<file path="src/rtl/btn_debounce_sched_pkg.sv">
// Shared types and sizing helpers for the scheduled button debouncer.
package btn_debounce_pkg;

  localparam int unsigned MAX_BTN = 16;

  typedef enum logic [1:0] {
    IDLE,
    COUNT,
    COMMIT
  } state_t;

  // Width that can hold the values 0..cycles.
  function automatic int unsigned cnt_width(input int unsigned cycles);
    return $clog2(cycles + 1);
  endfunction

endpackage

</file>
<file path="src/rtl/btn_debounce_sched_if.sv">
// Button/debounce signal bundle. 'rel' carries the release pulses because 'release' is a reserved word.
interface btn_debounce_sched_if #(
  parameter int unsigned N_BTN = 4
);
  localparam int unsigned GW = $clog2(N_BTN);

  logic [N_BTN-1:0] btn;
  logic [N_BTN-1:0] level;
  logic [N_BTN-1:0] press;
  logic [N_BTN-1:0] rel;
  logic             busy;
  logic [GW-1:0]    grant_id;

  modport master (output btn, input level, press, rel, busy, grant_id);
  modport slave  (input btn, output level, press, rel, busy, grant_id);
endinterface

</file>
<file path="src/rtl/btn_debounce_sched_rr_pick.sv">
// Combinational rotate-priority picker: first request at or after ptr, wrapping.
module rr_pick #(
  parameter int unsigned N  = 4,
  parameter int unsigned IW = $clog2(N)
) (
  input  logic [N-1:0]  req,
  input  logic [IW-1:0] ptr,
  output logic          valid,
  output logic [IW-1:0] idx
);

  logic [N-1:0] rot;
  logic [IW:0]  off;
  logic [IW:0]  sum;

  always_comb begin
    // Rotating the doubled vector puts ptr at bit 0, so the lowest set bit is the winner.
    rot = N'({req, req} >> ptr);
    off = '0;
    for (int unsigned k = 0; k < N; k++) begin
      if (rot[N-1-k]) off = (IW+1)'(N-1-k);
    end
    sum = {1'b0, ptr} + off;
    if (sum >= (IW+1)'(N)) sum = sum - (IW+1)'(N);
    valid = |req;
    idx   = IW'(sum);
  end

endmodule

</file>
<file path="src/rtl/btn_debounce_sched.sv">
// N-button debouncer sharing one settle counter via a round-robin scheduler.
// Optional auto-repeat of the last pressed button: define BTN_AUTO_REPEAT_EN.
module btn_debounce_sched
  import btn_debounce_pkg::*;
#(
  parameter int unsigned N_BTN           = 4,
  parameter int unsigned DEBOUNCE_CYCLES = 1000000,
  parameter int unsigned REPEAT_CYCLES   = 5000000
) (
  input logic                  clk,
  input logic                  rstn,
  btn_debounce_sched_if.slave  bus
);

  localparam int unsigned GW = $clog2(N_BTN);
  localparam int unsigned CW = cnt_width(DEBOUNCE_CYCLES);
  localparam logic [CW-1:0] CNT_LAST = CW'(DEBOUNCE_CYCLES - 1);

  logic [N_BTN-1:0] s1, sbtn, level, press, rel, cand;
  logic [N_BTN-1:0] commit_vec, rise_vec, fall_vec, rep_vec;
  state_t           state;
  logic [GW-1:0]    gid, gid_next, rr_ptr, pick_idx;
  logic             pick_valid;
  logic [CW-1:0]    cnt;

  always_ff @(posedge clk or negedge rstn) begin
    if (!rstn) begin
      s1   <= '0;
      sbtn <= '0;
    end else begin
      s1   <= bus.btn;
      sbtn <= s1;
    end
  end

  assign cand     = sbtn ^ level;
  assign gid_next = (gid == GW'(N_BTN - 1)) ? '0 : gid + 1'b1;

  rr_pick #(
    .N  (N_BTN),
    .IW (GW)
  ) u_pick (
    .req   (cand),
    .ptr   (rr_ptr),
    .valid (pick_valid),
    .idx   (pick_idx)
  );

  always_ff @(posedge clk or negedge rstn) begin
    if (!rstn) begin
      state  <= IDLE;
      gid    <= '0;
      rr_ptr <= '0;
      cnt    <= '0;
      level  <= '0;
    end else begin
      case (state)
        IDLE: begin
          if (pick_valid) begin
            gid   <= pick_idx;
            cnt   <= '0;
            state <= COUNT;
          end
        end
        COUNT: begin
          if (sbtn[gid] == level[gid]) begin
            cnt    <= '0;
            rr_ptr <= gid_next;
            state  <= IDLE;
          end else begin
            cnt <= cnt + 1'b1;
            if (cnt == CNT_LAST) state <= COMMIT;
          end
        end
        COMMIT: begin
          level[gid] <= sbtn[gid];
          rr_ptr     <= gid_next;
          state      <= IDLE;
        end
        default: state <= IDLE;
      endcase
    end
  end

  // A bounce landing exactly on the commit cycle leaves level unchanged and emits nothing.
  always_comb begin
    commit_vec = '0;
    if (state == COMMIT && cand[gid]) commit_vec[gid] = 1'b1;
    rise_vec = commit_vec & sbtn;
    fall_vec = commit_vec & ~sbtn;
  end

`ifdef BTN_AUTO_REPEAT_EN
  localparam int unsigned RW = cnt_width(REPEAT_CYCLES);

  logic          rep_on, rep_fire;
  logic [GW-1:0] rep_idx;
  logic [RW-1:0] rep_cnt;

  assign rep_fire = rep_on && !(|rise_vec) && !fall_vec[rep_idx]
                    && (rep_cnt == RW'(REPEAT_CYCLES - 1));

  always_comb begin
    rep_vec = '0;
    if (rep_fire) rep_vec[rep_idx] = 1'b1;
  end

  always_ff @(posedge clk or negedge rstn) begin
    if (!rstn) begin
      rep_on  <= 1'b0;
      rep_idx <= '0;
      rep_cnt <= '0;
    end else if (|rise_vec) begin
      rep_on  <= 1'b1;
      rep_idx <= gid;
      rep_cnt <= '0;
    end else if (rep_on && fall_vec[rep_idx]) begin
      rep_on  <= 1'b0;
      rep_cnt <= '0;
    end else if (rep_on) begin
      rep_cnt <= rep_fire ? '0 : rep_cnt + 1'b1;
    end
  end
`else
  assign rep_vec = '0;
`endif

  always_ff @(posedge clk or negedge rstn) begin
    if (!rstn) begin
      press <= '0;
      rel   <= '0;
    end else begin
      press <= rise_vec | rep_vec;
      rel   <= fall_vec;
    end
  end

  assign bus.level    = level;
  assign bus.press    = press;
  assign bus.rel      = rel;
  assign bus.busy     = (state != IDLE);
  assign bus.grant_id = gid;

endmodule
</file>
<file path="src/flat_wrapper.sv">
// flat-port wrapper written by rule: the top's interface ports become plain ports
module btn_debounce_sched_flat import btn_debounce_pkg::*;
#(
  parameter int unsigned N_BTN           = 4,
  parameter int unsigned DEBOUNCE_CYCLES = 1000000,
  parameter int unsigned REPEAT_CYCLES   = 5000000
)
  (clk, rstn, bus_btn, bus_level, bus_press, bus_rel, bus_busy, bus_grant_id);
  btn_debounce_sched_if #(.N_BTN(N_BTN)) bus_i ();
  input logic clk;
  input logic rstn;
  input wire logic [$bits(bus_i.btn)-1:0] bus_btn;
  output wire logic [$bits(bus_i.level)-1:0] bus_level;
  output wire logic [$bits(bus_i.press)-1:0] bus_press;
  output wire logic [$bits(bus_i.rel)-1:0] bus_rel;
  output wire logic [$bits(bus_i.busy)-1:0] bus_busy;
  output wire logic [$bits(bus_i.grant_id)-1:0] bus_grant_id;
  assign bus_i.btn = bus_btn;
  assign bus_level = bus_i.level;
  assign bus_press = bus_i.press;
  assign bus_rel = bus_i.rel;
  assign bus_busy = bus_i.busy;
  assign bus_grant_id = bus_i.grant_id;
  btn_debounce_sched #(.N_BTN(N_BTN), .DEBOUNCE_CYCLES(DEBOUNCE_CYCLES), .REPEAT_CYCLES(REPEAT_CYCLES)) u_core (.clk(clk), .rstn(rstn), .bus(bus_i));
endmodule
</file>
<file path="config.mk">
export PLATFORM = sky130hd
export DESIGN_NAME = btn_debounce_sched_flat
export DESIGN_NICKNAME = d
export VERILOG_FILES = /design/src/rtl/btn_debounce_sched_pkg.sv /design/src/rtl/btn_debounce_sched_if.sv /design/src/rtl/btn_debounce_sched_rr_pick.sv /design/src/rtl/btn_debounce_sched.sv /design/src/flat_wrapper.sv
export SDC_FILE = /design/constraint.sdc
export NUM_CORES = 1
export LEC_CHECK = 0
export ABC_CLOCK_PERIOD_IN_PS = 3400
export CAP_MARGIN = 20
export CORE_MARGIN = 2
export CORE_UTILIZATION = 57
export CTS_BUF_LIST = sky130_fd_sc_hd__clkbuf_2
export DETAILED_ROUTE_END_ITERATION = 10
export GPL_TIMING_DRIVEN = 0
export HOLD_SLACK_MARGIN = 0.12
export PLACE_DENSITY = 0.79
export SYNTH_ARGS = -nofsm -noshare
export SYNTH_HDL_FRONTEND = slang
export SYNTH_SLANG_ARGS = --single-unit
</file>
<file path="constraint.sdc">
create_clock -name clk -period 3.4 [get_ports clk]
set_input_delay 0.85 -clock clk [delete_from_list [all_inputs] [get_ports clk]]
set_output_delay 0.85 -clock clk [all_outputs]
set_load 0.01 [all_outputs]
</file>
# ---- Word-level counts from Yosys, hierarchy flattened
# Index checks and enable logic that the tools add are counted.
dict set report totals {
  inputBits 6
  out_inout_bits 15
  elab_cells 65
  reg_bits 46
}
dict set report classes {
  shift 1
  add_sub_neg 4
  n_reduce_logical 11
  n_mux 25
  eq_ne 8
  n_bitwise 4
  magnitude_cmp 3
}
# op count
set op_table {}
lappend op_table {{2-to-1 mux 20 bit} 2}
lappend op_table {{one-hot mux 20 bit (2 select lines)} 1}
lappend op_table {{adder 20 x 1 -> 20 bit (second input constant)} 1}
lappend op_table {{equality test 20 bit (second input constant)} 1}
lappend op_table {{2-to-1 mux 2 bit} 7}
lappend op_table {{2-to-1 mux 3 bit} 3}
lappend op_table {{bitwise AND 4 bit} 2}
lappend op_table {{one-hot mux 2 bit (2 select lines)} 2}
lappend op_table {{AND reduction 2 bit} 4}
lappend op_table {{>> shifter 8 x 2 -> 4 bit} 1}
lappend op_table {{binary-select mux 1 bit (select 2 bit)} 3}
lappend op_table {{nonzero test 2 bit} 3}
lappend op_table {{bitwise mux 4 bit} 1}
lappend op_table {{equality test 2 bit (second input constant)} 2}
lappend op_table {{2-to-1 mux 1 bit} 4}
lappend op_table {{2-to-1 mux 4 bit} 1}
lappend op_table {{inequality test 2 x 1 -> 1 bit (second input constant)} 2}
lappend op_table {{NOT 4 bit} 1}
lappend op_table {{OR reduction 4 bit} 1}
lappend op_table {{XOR 4 bit} 1}
lappend op_table {{adder 2 x 3 -> 3 bit} 1}
lappend op_table {{greater-or-equal comparator 3 bit (second input constant)} 1}
lappend op_table {{less-than comparator 2 x 3 -> 1 bit (second input constant)} 1}
lappend op_table {{inequality test 3 x 1 -> 1 bit (second input constant)} 1}
lappend op_table {{8 further kinds} 9}

# ---- Depth between registers and ports, before layout
# Gate-level depths: netlist (run 1).
dict set report depth {
  ltp_word 9
  mapped_depth 8
  depth_no_buf 8
}

# ---- By module
# From an unflattened synthesis (run 1), not the netlist that was laid out.
dict set report hier_totals {
  hier_cells 212
  area_unflattened_um2 2263.4
}
# mod seq_area_each_um2 area_per_inst_um2 cells_each instances
set modules_own_cells {}
lappend modules_own_cells {btn_debounce_sched 1151.1 2084.5 185 1}
lappend modules_own_cells {rr_pick 0.0 178.9 27 1}

# ---- Worst setup path after synthesis (run 1)
# OpenSTA, ideal clock, no wires.
dict set report synth_path {
  kind {register -> register}
  start {register u_core.level[3], in the netlist u_core.bus.level[3]}
  end {register u_core.cnt[19]}
  synth_period_minus_slack_ns 2.405
  required_time_ns 3.331
  path_slack_ns 0.995
  path_stages_with_launch 8
  t_arrival_ns 2.336
  setup_ns 0.069
  path_buffers 2
  cell_sequence {dfrtp_1 > xnor2_1 > mux4_2 > buf_6 > or3_4 > buf_6 > or4_1 > nand3_1}
}
dict set report synth_between {
  elab_chain_cells 5
  elab_cells_between_ends 9
  classes_between {eq/ne: 2; mux: 4; bitwise: 1; reduce/logical: 2}
}
# element line
set synth_lines {}
lappend synth_lines {{start, declared} btn_debounce_sched.sv:19} ;# logic [N_BTN-1:0] s1, sbtn, level, press, rel, cand;
lappend synth_lines {{start signal, assigned by index} btn_debounce_sched.sv:76} ;# level[gid] <= sbtn[gid];
lappend synth_lines {{binary-select mux 1 bit (select 2 bit)} btn_debounce_sched.sv:66} ;# if (sbtn[gid] == level[gid]) begin
lappend synth_lines {{2-to-1 mux 1 bit (implied by the code)} btn_debounce_sched.sv:66}
lappend synth_lines {{equality test 1 bit} btn_debounce_sched.sv:66}
lappend synth_lines {{2-to-1 mux 20 bit} btn_debounce_sched.sv:66}
lappend synth_lines {{one-hot mux 20 bit (2 select lines)} btn_debounce_sched.sv:57} ;# case (state)
lappend synth_lines {{end signal, assigned} btn_debounce_sched.sv:71} ;# cnt <= cnt + 1'b1;
lappend synth_lines {{end, declared} btn_debounce_sched.sv:24} ;# logic [CW-1:0] cnt;
# Parallel ways exist; a longest one is shown, timed or not. The select of a mux whose other input is x is not followed.
# A chain may end at the register's enable or synchronous reset.

# ---- Final worst setup path (run 1)
dict set report layout_path {
  start {register u_core.sbtn[3]}
  end {register u_core.cnt[3]}
}
dict set report layout_between {
  elab_chain_cells 5
  elab_cells_between_ends 9
  classes_between {eq/ne: 2; mux: 4; bitwise: 1; reduce/logical: 2}
}
# element line
set layout_lines {}
lappend layout_lines {{start, declared} btn_debounce_sched.sv:19}
lappend layout_lines {{start signal, assigned} btn_debounce_sched.sv:29} ;# sbtn <= '0;
lappend layout_lines {{start signal, assigned} btn_debounce_sched.sv:32} ;# sbtn <= s1;
lappend layout_lines {{binary-select mux 1 bit (select 2 bit)} btn_debounce_sched.sv:66}
lappend layout_lines {{2-to-1 mux 1 bit (implied by the code)} btn_debounce_sched.sv:66}
lappend layout_lines {{equality test 1 bit} btn_debounce_sched.sv:66}
lappend layout_lines {{2-to-1 mux 20 bit} btn_debounce_sched.sv:66}
lappend layout_lines {{one-hot mux 20 bit (2 select lines)} btn_debounce_sched.sv:57}
# Parallel ways exist; a longest one is shown, timed or not. The select of a mux whose other input is x is not followed.

==> results of run 1 <==
## critical path: stages, from the launching register on
cell and delay (ps):
dfrtp_1 510, xnor2_1 290, mux4_2 530, buf_6 160, nor3_2 520, clkbuf_1 380
a21oi_1 120, a31oi_1 170
## routing by layer
layer	track usage	vias to the layer above	wire, microns
met3	0.0559	6	164
li1	-	904	-
met4	0.0950	0	52
met5	0	-	0
met1	0.340	909	2380
met2	0.342	35	2330
## cells in the mapped netlist (2+ instances only)
cell       count
a21o_1         2
mux2_2         7
ha_1           6
dfrtp_1       46
o31ai_1        3
nor3_1         6
xor2_1         4
and2_1         2
or2_2          3
o2111ai_1      5
nand4_1        5
buf_1          2
a21oi_1       12
o21ai_0       11
xnor2_1        5
nand3_1       14
clkbuf_1       3
inv_1          6
nand2_1       29
buf_6          2
a211oi_1       4
and3_1         7
mux2i_1        3
nor2_1        13
o211ai_1       5
a31oi_1        4
or4_1          4
mux4_2         2
## registers in the layout (all words and copies together), names as in the netlist
name and cells:
u_core.bus.grant_id 2, u_core.bus.level 4, u_core.bus.press 4, u_core.bus.rel 4, u_core.cnt 20, u_core.rr_ptr 2, u_core.s1 4, u_core.sbtn 4
u_core.state 2
## cell families after synthesis
logic type	synth area share
buffers and inverters	0.0290
AOI/OAI and AO/OA	0.148
adders and majority gates	0.0322
and+or+nand+nor	0.197
DFF	0.494
muxes	0.0660
xor gates and xnor gates	0.0338
## area by class of cell
cell class                 count  share of cell area
buffer                         7              0.0155
multi-input combinational    170               0.418
tap                           50              0.0235
clock inverter                 3              0.0108
sequential                    46               0.432
timing repair buffer          21              0.0808
inverter                       7             0.00987
clock buffer                   5             0.00940
## through the flow
stage | worst slack (ps) | total power (uW) | instance area [sq um]
CTS | 710 | 1510 | 2660
global placement | 250 | 1230 | 2590
global route | 423 | 1610 | 2660
finish | 659 | 1510 | 2660
floorplan | 995 | 1070 | 2330
detailed placement | 762 | 1250 | 2610
## power by group through the flow
stage	Sequential [uW]	Clock (uW)	Combinational (uW)
floorplan	667	0	404
global placement	673	0	560
detailed placement	676	0	572
CTS	666	268	579
global route	677	295	639
finish	666	264	580
## worst paths after layout
| check | startpoint | endpoint | slack, ps | cells after the start |
|---|---|---|---|---|
| min reg2reg | u_core.s1[0] | u_core.sbtn[0] | 390 | 0 |
| min | rstn | u_core.state[1] | 320 | 1 |
| max in group asynchronous | rstn | u_core.cnt[1] | 2570 | 2 |
| max | u_core.sbtn[3] | u_core.cnt[3] | 660 | 7 |
| min in group clk | u_core.s1[0] | u_core.sbtn[0] | 390 | 0 |
| max reg2reg | u_core.sbtn[3] | u_core.cnt[3] | 660 | 7 |
==> tab_implementation.tex, run 1 <==
\begin{tabular}{lr}
\hline
Metric & Value \\
\hline
\multicolumn{2}{l}{\textbf{STA}} \\
\quad Time the final worst path needs with I/O delays and setup & 2740 ps \\
\quad Slew headroom & 0.366 \\
\quad Max-slew violation count & 0 \\
\quad Actual slew at the worst max-slew pin & 944 ps \\
\quad Highest Clock Rate & 365 MHz \\
\quad Setup repair after global routing missed its margin & no \\
\quad Total negative slack for setup checks & 0 ps \\
\quad Count of final hold-check violations & 0 \\
\quad Final hold slack & 318 ps \\
\quad Final setup viols & 0 \\
\quad Clock Skews & 21.1 ps \\
\quad Final Cycle Share & 0.806 \\
\multicolumn{2}{l}{\textbf{Synthesis}} \\
\quad Area of the mapped netlist & 2330 sq um \\
\quad Cell types occupying the most area after synthesis & dfrtp\_1 49\%, nand2\_1 4.7\%, mux2\_2 3.4\%, ha\_1 3.2\%, nand3\_1 3.0\% \\
\quad Cells after Synth & 230 \\
\quad Net count after synthesis & 242 \\
\quad Avg Synthesized Cell Area & 10.1 sq um \\
\quad Distinct cell type count after synthesis & 43 \\
\quad Synth Flop Type & dfrtp\_1 \\
\quad Post-synth EDFFs & 0 \\
\quad Sequential cell area fraction in the yosys report & 0.494 \\
\quad Post-synth top area share & 0.494 \\
\quad Synthesized flop and latch total & 46 \\
\quad Async SR Flop Fraction & 1.00 \\
\quad Most area-hungry cell type in the Yosys netlist & dfrtp\_1 \\
\quad Ys Warns & 0 \\
\multicolumn{2}{l}{\textbf{Placed design}} \\
\quad Placed cell count & 301 \\
\quad IO buf count & 20 \\
\quad Placed wire-length estimate after detailed placement & 3.53 mm \\
\quad RePlAce Congestion & 0.867 \\
\multicolumn{2}{l}{\textbf{Global routing}} \\
\quad Maximum number of pins on one net before global-route repair & 27 \\
\quad First-pass GRT wire length & 7.90 mm \\
\quad Global router's overall resource usage & 0.236 \\
\quad Total global routing overflow & 0 \\
\quad Number of antenna violations at the first check in global routing & 0 \\
\quad Vias in the first global route & 1603 \\
\multicolumn{2}{l}{\textbf{Layout}} \\
\quad Commonest cells after routing, fill and taps aside & 46 x dfrtp\_1, 29 x nand2\_1, 19 x clkdlybuf4s50\_1 \\
\quad Non-filler instance count after layout & 309 \\
\quad Area growth, synth to finish & 14.2\% \\
\quad Fill cell count & 303 \\
\quad Area occupied by multi-input gates & 1110 sq um \\
\quad FF/Latch Area & 1150 sq um \\
\quad Most common cell after layout, fill and taps aside & dfrtp\_1 \\
\quad Final antenna diode count & 0 \\
\quad Final core utilization & 0.670 \\
\quad Share of layout cells above drive strength 1 & 0.104 \\
\quad Fin nets & 270 \\
\multicolumn{2}{l}{\textbf{Power and ir drop}} \\
\quad Switching power total & 593 uW \\
\quad Leakage power summed over all cells & 0.00113 uW \\
\quad Part of the power in combinational logic & 0.384 \\
\quad Power per unit of standard cell area & 567 nW/um\^{}2 \\
\quad Share of power burned in the clock network & 0.175 \\
\quad P\_int & 917 uW \\
\quad Worst ir drop on vdd & 0.394 mV \\
\quad Switching part of the total power & 0.393 \\
\quad Sequential cell fraction of total power & 0.441 \\
\multicolumn{2}{l}{\textbf{Floorplanning}} \\
\quad Chip Width & 68.0 microns \\
\quad I/O Pins & 21 \\
\quad Count of standard-cell rows & 23 \\
\quad Die footprint & 4620 sq um \\
\quad Core region area & 3970 sq um \\
\quad Initial standard-cell utilization of the core & 0.587 \\
\quad Die height & 68.0 microns \\
\multicolumn{2}{l}{\textbf{Clocking}} \\
\quad Clock tree sinks & 46 \\
\quad Clock-pin slew of the registers on the worst-case setup and hold paths & 280 ps \\
\quad Hold buffer count at CTS & 0 \\
\quad Postcts setup bufs & 0 \\
\quad Number of gates given a new drive strength after cts & 0 \\
\quad CTS tree & built \\
\quad H-tree lvl count & 2 \\
\quad Longest Clk Path Bufs & 2 \\
\quad Clock latency reported for the late side of the worst-skew pair & 440 ps \\
\quad Buffer cell driving the clock tree root & clkbuf\_2 \\
\quad Cts bufs inserted & 5 \\
\multicolumn{2}{l}{\textbf{Route}} \\
\quad Remaining routing DRC violations & 0 \\
\quad Average detailed-routed wire length per instance & 15.9 microns \\
\quad Initial DRT Pass Iterations & 4 \\
\quad Total number of vias & 1854 \\
\quad Antenna violation net count after detailed routing & 0 \\
\quad Final wirelength & 4.92 mm \\
\quad Violation count after the first detailed-route iteration & 202 \\
\quad Routed via count divided by cell count & 6.00 \\
\multicolumn{2}{l}{\textbf{Critical path}} \\
\quad Startpoint type of the worst setup path & register \\
\quad Critical path data arrival time & 3120 ps \\
\quad Critical Path RT & 3770 ps \\
\quad CP max FO & 10 \\
\quad Worst Setup End Kind & register \\
\quad Critical path type & register to register \\
\multicolumn{2}{l}{\textbf{Job}} \\
\quad Number of max-capacitance violations reported & 0 \\
\multicolumn{2}{l}{\textbf{Outcome}} \\
\quad Outcome & finished, final reports clean \\
\multicolumn{2}{l}{\textbf{Hold path}} \\
\quad Worst min-delay path category & input pin to async pin \\
\hline
\end{tabular}
Power figures use the tool's default switching activity.
==> run 2, diff against run 1 <==
--- a/config.mk
+++ b/config.mk
@@ -5,15 +5,15 @@
 export SDC_FILE = /design/constraint.sdc
 export NUM_CORES = 1
 export LEC_CHECK = 0
-export ABC_CLOCK_PERIOD_IN_PS = 3400
+export ABC_CLOCK_PERIOD_IN_PS = 2500
 export CAP_MARGIN = 20
 export CORE_MARGIN = 2
-export CORE_UTILIZATION = 57
+export CORE_UTILIZATION = 53
 export CTS_BUF_LIST = sky130_fd_sc_hd__clkbuf_2
 export DETAILED_ROUTE_END_ITERATION = 10
 export GPL_TIMING_DRIVEN = 0
 export HOLD_SLACK_MARGIN = 0.12
-export PLACE_DENSITY = 0.79
+export PLACE_DENSITY = 0.77
 export SYNTH_ARGS = -nofsm -noshare
 export SYNTH_HDL_FRONTEND = slang
 export SYNTH_SLANG_ARGS = --single-unit
==> constraint.sdc (replaced) <==
create_clock -name clk -period 2.5 [get_ports clk]
set_input_delay 0.625 -clock clk [delete_from_list [all_inputs] [get_ports clk]]
set_output_delay 0.625 -clock clk [all_outputs]
set_load 0.01 [all_outputs]
==> run 2 against run 1 <==
  * Routed wire length grew 8.5%
  * Utilization grew 0.67 points
  * Largest cell class is now multi-input combinational cells
  * Worst setup slack lost 620 ps
  * Via count grew 8.5%
  * Register-to-register slack lost 620 ps
  * Critical path depth is the same
==> tab_implementation.tex, run 2 (synthesis results as in run 1) <==
\begin{tabular}{lr}
\hline
Metric & Value \\
\hline
\multicolumn{2}{l}{\textbf{Clocking}} \\
\quad Clock tree sinks & 46 \\
\quad Clock-pin slew of the registers on the worst-case setup and hold paths & 270 ps \\
\quad H-tree lvl count & 2 \\
\quad Cts bufs inserted & 5 \\
\quad Clock latency reported for the late side of the worst-skew pair & 450 ps \\
\quad CTS tree & built \\
\quad Buffer cell driving the clock tree root & clkbuf\_2 \\
\quad Longest Clk Path Bufs & 2 \\
\multicolumn{2}{l}{\textbf{Floorplanning}} \\
\quad Chip Width & 70.3 microns \\
\quad Core region area & 4290 sq um \\
\quad Die footprint & 4940 sq um \\
\quad Initial standard-cell utilization of the core & 0.543 \\
\quad Count of standard-cell rows & 24 \\
\quad I/O Pins & 21 \\
\quad Die height & 70.3 microns \\
\multicolumn{2}{l}{\textbf{Route}} \\
\quad Initial DRT Pass Iterations & 5 \\
\quad Total number of vias & 2011 \\
\quad Final wirelength & 5.34 mm \\
\quad Violation count after the first detailed-route iteration & 177 \\
\quad Antenna violation net count after detailed routing & 0 \\
\quad Routed via count divided by cell count & 6.11 \\
\quad Remaining routing DRC violations & 0 \\
\quad Average detailed-routed wire length per instance & 16.2 microns \\
\multicolumn{2}{l}{\textbf{Global routing}} \\
\quad Number of antenna violations at the first check in global routing & 0 \\
\quad Global router's overall resource usage & 0.228 \\
\quad Total global routing overflow & 0 \\
\quad Maximum number of pins on one net before global-route repair & 26 \\
\quad Vias in the first global route & 1836 \\
\quad First-pass GRT wire length & 8.83 mm \\
\multicolumn{2}{l}{\textbf{Critical path}} \\
\quad Startpoint type of the worst setup path & register \\
\quad Worst Setup End Kind & register \\
\quad Critical Path RT & 2900 ps \\
\quad Critical path data arrival time & 2860 ps \\
\quad Critical path type & register to register \\
\quad CP max FO & 8 \\
\multicolumn{2}{l}{\textbf{Placed design}} \\
\quad RePlAce Congestion & 0.862 \\
\quad Placed wire-length estimate after detailed placement & 3.51 mm \\
\quad Post-Place Worst Slack & -227 ps \\
\quad IO buf count & 20 \\
\multicolumn{2}{l}{\textbf{Layout}} \\
\quad Area growth, synth to finish & 24.7\% \\
\quad Most common cell after layout, fill and taps aside & dfrtp\_1 \\
\quad Share of layout cells above drive strength 1 & 0.217 \\
\quad Commonest cells after routing, fill and taps aside & 40 x dfrtp\_1, 29 x nand2\_1, 19 x clkdlybuf4s50\_1 \\
\quad FF/Latch Area & 1160 sq um \\
\quad Final antenna diode count & 0 \\
\quad Register with the highest flop count & u\_core.cnt \\
\quad Area occupied by multi-input gates & 1210 sq um \\
\quad Fin nets & 288 \\
\quad Flip-flop count of the largest register, all copies and words added & 20 \\
\quad Fill cell count & 314 \\
\multicolumn{2}{l}{\textbf{Outcome}} \\
\quad Outcome & finished, final reports clean \\
\multicolumn{2}{l}{\textbf{Power and ir drop}} \\
\quad Power per unit of standard cell area & 751 nW/um\^{}2 \\
\quad Leakage power summed over all cells & 0.00125 uW \\
\quad Worst ir drop on vdd & 0.419 mV \\
\multicolumn{2}{l}{\textbf{STA}} \\
\quad Count of final hold-check violations & 0 \\
\quad Final setup viols & 0 \\
\quad Total negative slack for setup checks & 0 ps \\
\quad Clock Skews & 18.7 ps \\
\quad Setup repair after global routing missed its margin & yes \\
\quad Highest Clock Rate & 406 MHz \\
\quad Final Cycle Share & 0.985 \\
\quad Actual slew at the worst max-slew pin & 658 ps \\
\quad Time the final worst path needs with I/O delays and setup & 2460 ps \\
\quad Max-slew violation count & 0 \\
\quad Final hold slack & 383 ps \\
\quad Slew headroom & 0.558 \\
\quad Minimum setup slack in the final design & 37.4 ps \\
\multicolumn{2}{l}{\textbf{Hold path}} \\
\quad Worst min-delay path category & register to register \\
\multicolumn{2}{l}{\textbf{Job}} \\
\quad Number of max-capacitance violations reported & 0 \\
\hline
\end{tabular}
## run 2: cell count changes in the layout (fill, tap and decap cells not counted), moves of 2 or more
cell / delta
inv_6: +2
buf_4: +17
dfrtp_1: -6
xnor2_4: +2
xnor2_1: -4
dfrtp_2: +6
xnor2_2: +2
## run 2: cell type report
type                    count  share of cell area
clock buffers               5             0.00861
well taps                  52              0.0224
multi-input cells         170               0.415
clock inverters             3             0.00904
flip-flops and latches     46               0.398
plain buffers               7              0.0159
repair buffers             39               0.121
inverters                   7             0.00904
## run 2: critical path, stage by stage, from the launching register on
cell	delay [ps]
dfrtp_2	510
xnor2_4	160
mux4_2	480
buf_6	150
or3_4	400
buf_8	150
or4_4	480
nand3_2	90
## run 2: per-stage QoR
stage / utilization / instances / area [sq um] / power [uW]
floorplan: - / 230 / 2330 / 1460
global placement: 0.605 / 302 / 2600 / 1670
global route: 0.677 / 329 / 2910 / 2330
finish: 0.677 / 329 / 2910 / 2180
detailed placement: 0.608 / 303 / 2610 / 1700
CTS: 0.651 / 322 / 2800 / 2080
## run 2: repair_timing
action / CTS / global route
gates resized for setup: 9 / 13
pin swaps: 2 / 6
buffers inserted: 10 / 7
hold buffers: 1 / 0
setup endpoints to repair: 14 / 7
hold endpoints to repair: 15 / 0
## run 2: worst paths after layout
| path | startpoint | to | slack [ps] | cells after the start |
|---|---|---|---|---|
| setup / recovery | u_core.bus.level[0] | u_core.cnt[19] | 40 | 7 |
| max in group asynchronous | rstn | u_core.sbtn[0] | 1320 | 3 |
| hold / removal | u_core.s1[1] | u_core.sbtn[1] | 380 | 0 |
| min in group asynchronous | rstn | u_core.state[1] | 640 | 2 |
| hold reg to reg | u_core.s1[1] | u_core.sbtn[1] | 380 | 0 |
| setup reg to reg | u_core.bus.level[0] | u_core.cnt[19] | 40 | 7 |
## run 2: power by group
group          switching, uW  internal (uW)
logic                    482            432
clock network            274           81.5
registers               94.3            819
total                    849           1330
## run 2: routing by layer
layer | vias to the layer above | GRT usage | share of wire
li1 | 939 | - | -
met1 | 990 | 0.334 | 0.45
met2 | 74 | 0.335 | 0.48
met3 | 8 | 0.0505 | 0.060
met4 | 0 | 0.0791 | 0.015
met5 | - | 0 | 0
